`src/rtl/key_loader.sv`:
```
// key_loader: collects a password byte stream into a zero-padded key buffer.
// The buffer is held for a downstream pbkdf2 controller until it takes it.
// Bytes beyond KEY_BYTES are still accepted, but they are dropped and flagged.
module key_loader #(
  parameter int KEY_BYTES = 128
) (
  input  logic                   clk,
  input  logic                   reset,
  input  logic                   in_valid,
  input  logic [7:0]             in_data,
  input  logic                   in_last,
  output logic                   in_ready,
  output logic [KEY_BYTES*8-1:0] key,
  output logic [7:0]             key_len,
  output logic                   key_trunc,
  output logic                   key_valid,
  input  logic                   key_ready
);

  localparam int IDX_W = $clog2(KEY_BYTES);

  typedef enum logic [0:0] {
    ST_FILL = 1'b0,
    ST_HOLD = 1'b1
  } state_t;

  state_t                      state_r;
  state_t                      state_s;
  logic [0:KEY_BYTES-1][7:0]   buf_r;
  logic [7:0]                  count_r;
  logic                        trunc_r;
  logic                        accept_s;
  logic                        handshake_s;
  logic                        room_s;

  // State register; reset always returns to FILL, discarding any held key.
  always_ff @(posedge clk or posedge reset) begin
    if (reset) begin
      state_r <= ST_FILL;
    end else begin
      state_r <= state_s;
    end
  end

  // Next-state logic plus combinational handshake flags decoded from state.
  always_comb begin
    state_s     = state_r;
    in_ready    = 1'b0;
    key_valid   = 1'b0;
    accept_s    = 1'b0;
    handshake_s = 1'b0;
    case (state_r)
      ST_FILL: begin
        in_ready = 1'b1;
        accept_s = in_valid;
        if (in_valid && in_last) begin
          state_s = ST_HOLD;
        end else begin
          state_s = ST_FILL;
        end
      end
      ST_HOLD: begin
        key_valid   = 1'b1;
        handshake_s = key_ready;
        if (key_ready) begin
          state_s = ST_FILL;
        end else begin
          state_s = ST_HOLD;
        end
      end
      default: begin
        state_s = ST_FILL;
      end
    endcase
  end

  // Saturating room check: count never exceeds KEY_BYTES.
  always_comb begin
    room_s = (count_r < 8'(KEY_BYTES));
  end

  // Key buffer, byte count and sticky truncation flag.
  // The handshake wipes the buffer so a shorter next key reads zero-padded.
  always_ff @(posedge clk or posedge reset) begin
    if (reset) begin
      buf_r   <= '0;
      count_r <= 8'd0;
      trunc_r <= 1'b0;
    end else if (handshake_s) begin
      buf_r   <= '0;
      count_r <= 8'd0;
      trunc_r <= 1'b0;
    end else if (accept_s) begin
      if (room_s) begin
        buf_r[count_r[IDX_W-1:0]] <= in_data;
        count_r                   <= count_r + 8'd1;
        trunc_r                   <= trunc_r;
      end else begin
        count_r <= count_r;
        trunc_r <= 1'b1;
      end
    end else begin
      buf_r   <= buf_r;
      count_r <= count_r;
      trunc_r <= trunc_r;
    end
  end

  assign key       = buf_r;
  assign key_len   = count_r;
  assign key_trunc = trunc_r;

endmodule

```
`config.mk`:
```
export PLATFORM = sky130hd
export DESIGN_NAME = key_loader
export DESIGN_NICKNAME = d
export VERILOG_FILES = /design/src/rtl/key_loader.sv
export SDC_FILE = /design/constraint.sdc
export NUM_CORES = 2
export LEC_CHECK = 0
export ABC_AREA = 1
export CAP_MARGIN = 20
export CORE_AREA = 5 5 409 411
export CTS_BUF_LIST = sky130_fd_sc_hd__clkbuf_8 sky130_fd_sc_hd__clkbuf_16
export CTS_CLUSTER_SIZE = 8
export DETAILED_ROUTE_END_ITERATION = 8
export DIE_AREA = 0 0 414 416
export GPL_TIMING_DRIVEN = 0
export PLACE_DENSITY = 0.57
export SLEW_MARGIN = 20
export SYNTH_ARGS = -nofsm -noshare
export SYNTH_HDL_FRONTEND = slang
export SYNTH_SLANG_ARGS = --single-unit
export TNS_END_PERCENT = 100
```
`constraint.sdc`:
```
create_clock -name clk -period 40.8 [get_ports clk]
set_clock_uncertainty 0.15 [all_clocks]
set_input_delay 8.16 -clock clk [delete_from_list [all_inputs] [get_ports clk]]
set_output_delay 8.16 -clock clk [all_outputs]
set_load 0.02 [all_outputs]
```
== Word-level counts from Yosys, hierarchy flattened ==
Index checks and enable logic that the tools add are counted.
Storage, ports and cells
  logic and storage cells: 163
  ROM bits: 0
  output and inout port bits: 1035
  register bits: 1034
  bits in writable memories: 0
  memories kept: 0
  latch bits: 0
  input bits: 13
Operators by class
  muxes and demuxes: 19
  $mul: 0
  reductions and logical operators: 6
  equality and inequality tests: 1
  add/sub/neg operators: 1
  magnitude comparators: 3
  bitwise gates (word level): 2
  div/mod/pow operators: 0
  shifts and indexed selects: 0
Operator list (count)
  2-to-1 mux 1024 bit: 3
  bitwise mux 1024 bit: 1
  demux 8 bit (select 7 bit): 1
  2-to-1 mux 8 bit: 4
  2-to-1 mux 1 bit: 9
  adder 8 x 1 -> 8 bit (second input constant): 1
  greater-or-equal comparator 8 bit (second input constant): 1
  less-than comparator 8 x 1 -> 1 bit (second input constant): 1
  less-than comparator 8 bit (second input constant): 1
  NOT 7 -> 8 bit: 1
  AND reduction 2 bit: 2
  nonzero test 2 bit: 2
  logical AND 1 bit: 2
  inequality test 2 bit (second input constant): 1
  case mux 1 bit (2 select lines): 1
  NOT 1 bit: 1

== Longest topological paths before layout ==
  depth after elaboration: 9
  depth in mapped cells: 10
  mapped depth without buffers: 7

== Least setup slack after synthesis ==
Ideal clock, no wire load.
  path kind: input to register
  from: input port key_ready
  to: register buf_r (netlist bit key[1000])
  data arrival time: 9.223 ns
  path buffers: 2
  setup slack: 31.361 ns
  stages: 7
  data required time: 40.584 ns
  library setup time: 0.066 ns
  path through: nand2_1 clkinv_1 nor2_1 buf_2 clkbuf_1 nand2_1 nand2_1
On the way
  word-level cells in the longest chain between the ends: 3
  elaborated cells on any way between the ends: 5
  those cells by class: 2 x mux; 3 x reduce/logical
RTL lines
  start, declared: line 17  | input logic key_ready
  2-to-1 mux 1 bit *: line 52  | case (state_r)
  nonzero test 2 bit (no line)
  AND reduction 2 bit (no line)
  end signal, assigned by index: line 95  | buf_r[count_r[IDX_W-1:0]] <= in_data;
  end signal, assigned: line 103  | buf_r <= buf_r;
  end, declared: line 29  | logic [0:KEY_BYTES-1][7:0] buf_r;
Every way passes the cells marked *; elsewhere a longest branch is shown, timed or not.
A chain may end at the register's enable or synchronous reset.

== Final worst setup path ==
  from: input port key_ready
  to: register buf_r (netlist bit key[531])
The elaborated chain is that of the path after synthesis.

==> summary.md <==
| Metric | Value |
|---|---|
| RSZ-0062 raised after global routing | `no` |
| Hold_sp | `key_trunc` |
| Startpoint types | `input port` |
| Chip height | `416 um` |
| Status | `complete, no violations` |
| Layout cells sized above 1 | `7.18%` |
| Leakage | `30.3 nW` |
| Initial DRC Count | `4,179` |
| Final hold slack | `0.341 ns` |
| # setup viols final | `0` |
| RR Startpoint | `state_r` |
| Via count | `41,900` |
| Netlist Area Pre-Place | `42,300 um2` |
| Worst skew pair latency | `0.78 ns` |
| First-pass GRT wire length | `333,000 um` |
| Nets | `6,076` |
| Initial antenna violation count | `23` |
| Remaining DRCs | `0` |
| Critical path's top delay family | `buffers and inverters` |
| Clock root cell | `clkbuf_16` |
| Worst Hold Class | `reg -> reg` |
| Maxcap violations | `0` |
| Most common cell after layout, fill and taps aside | `nand2_1` |
| Crit path kind | `in -> reg` |
| Worst reg2reg path depth | `7` |
| Num rows | `149` |
| Grt ovf | `0` |
| H-tree levels | `4` |
| Clock sinks | `1,034` |
| Setup TNS | `0 ns` |
| PwrDens | `43.1 nW/um2` |
| Crit-path cells | `clkdlybuf4s50_1, nand2_1, clkinv_1, nor2_1, buf_2, buf_2, nand3_1, nand2_1` |
| Clock-pin slew on the worst setup and hold paths | `0.05 ns` |
| Total track usage | `27.4%` |
| DIE AREA | `172,000 um2` |
| Largest net degree at the start of global routing | `101` |
| Dpl hpwl | `179,000 um` |
| Post-Synthesis Cells | `4,849` |
| I/O Pins | `1,048` |
| Sequential-to-total area share from yosys stat | `61.2%` |
| Max IR drop VDD | `0.0000406 V` |
| Setup bufs post-CTS | `0` |
| WL/cell | `29.5 um` |
| Core Util, Final | `36.6%` |
| CORE AREA | `164,000 um2` |
| CTS max path bufs | `3` |
| Die X | `414 um` |
| Fin crit share | `27.9%` |
| Worst hold path endpoint | `key_trunc` |
| Flop and latch count out of synthesis | `1,034` |
| Syn Nets | `4,863` |
| R2R setup slack | `36.65 ns` |
| DRT Wirelength | `245,000 um` |
| Cell total after placement | `8,099` |
| Antenna-violating nets left | `0` |
| Gp weighted congestion | `0.908` |
| Worst slack, placed | `28.72 ns` |
| Initial Util | `25.8%` |
| Fin. max-slew vios | `0` |
| Area Overhead vs Synth | `41.9%` |
| WP buf/inv | `4` |
| IO Port Bufs | `1,047` |
| Synth unique cells | `20` |
| Worst Path Required | `41.34 ns` |
| Most frequent cells in the layout | `nand2_1, nand3_1, clkdlybuf4s50_1` |
| Slew headroom | `24.9%` |
| Minimum clock period | `11.36 ns` |
| Slew @ Worst Pin | `1.12 ns` |
| # resized after CTS | `0` |
| Via/cell ratio | `5.05` |
| Fillers | `16,900` |
| Achievable frequency | `88.0 MHz` |
| Synth Warn # | `0` |
| Hold Buf Count CTS | `0` |
| WP depth | `8` |
| Router iterations before antenna repair | `5` |
| CTS tree | `done` |
| Hold Path Stages | `2` |
| Vias in the first global route | `39,600` |
| CP Max Fanout | `11` |
| Endpoint class of the critical path | `flop` |
| CP arrival | `11.90 ns` |
| Number of hold violations in the final report | `0` |
| RR Endpoint | `key[531]` |
| CTS buffer count | `149` |
| Critical path's largest stage delay | `0.76 ns` |
| Worst setup margin | `29.44 ns` |
| Fin cells | `8,282` |
| Synth Area per Inst | `8.72 um2` |
| CP max-delay cell | `buf_2` |
power breakdown:
part / internal (mW) / switching (mW)
Sequential: 1.04 / 0.00868
Clock: 0.669 / 0.475
Combinational: 0.0553 / 0.337
Total: 1.76 / 0.821
flip-flops by register name (all words and copies together) (netlist names):
name / cells
key: 1024
key_len: 8
key_trunc: 1
state_r: 1
worst min-delay path: stages (launching register included):
cell and delay (ns):
dfrtp_1 0.34, nand2_1 0.05, o21ai_0 0.06
metrics by stage:
stage                     power (mW)  cell area [um2]
after detailed placement        1.46            55900
after CTS                       2.60            59900
after global routing            2.66            59900
after floorplan                 1.22            42300
final                           2.58            60000
after global placement          1.46            55500
layer usage:
metal | vias to the layer above | routed length [um] | global-route usage, %
met5 | - | 21 | 0
li1 | 18100 | - | -
met2 | 2160 | 113000 | 43.3
met4 | 4 | 14900 | 14.5
met1 | 21100 | 95400 | 33.9
met3 | 478 | 21800 | 8.01
cell type report:
cell class / count / area [um2] / share of cell area [%]
plain buffers: 302 / 1320 / 2.21
well taps: 2189 / 2740 / 4.57
multi-input cells: 3445 / 14800 / 24.7
clock buffers: 155 / 3860 / 6.43
flip-flops and latches: 1034 / 25900 / 43.2
diodes: 10 / 25.0 / 0.0417
clock inverters: 17 / 185 / 0.309
inverters: 68 / 263 / 0.438
repair buffers: 1062 / 10900 / 18.1
kinds of logic (layout without fill, tap and decap cells):
kind of cell	Yosys count	in the layout	synth area share, %
adders and majority gates	1	1	0.0296
other	0	10	0
AOI/OAI and AO/OA	9	9	0.110
buffers and inverters	370	1604	3.72
DFF	1034	1034	61.2
and+or+nand+nor	3435	3435	34.9
worst max path at each step:
stage / start / to / slack, ns
finish: key_ready / key[531] / 29.44
global route: key_ready / key[786] / 29.49
CTS: key_ready / key[786] / 29.55
detailed placement: key_ready / key[786] / 28.72
global placement: reset / key[813] / -10.25
floorplan: reset / key[0] / 3.39
synth_stat cells, drive strengths merged:
library cell | instances | area (um2)
nand2 | 2031 | 7670
nand3 | 1276 | 6410
dfrtp | 1034 | 25900
buf | 196 | 920
nor2 | 126 | 666
clkbuf | 106 | 398
inv | 67 | 251
o21ai | 5 | 25.0
a21oi | 3 | 15.0
nand4 | 2 | 12.5
clkinv | 1 | 3.75
ha | 1 | 12.5
o22ai | 1 | 6.26
(Power assumes the default switching activity.)
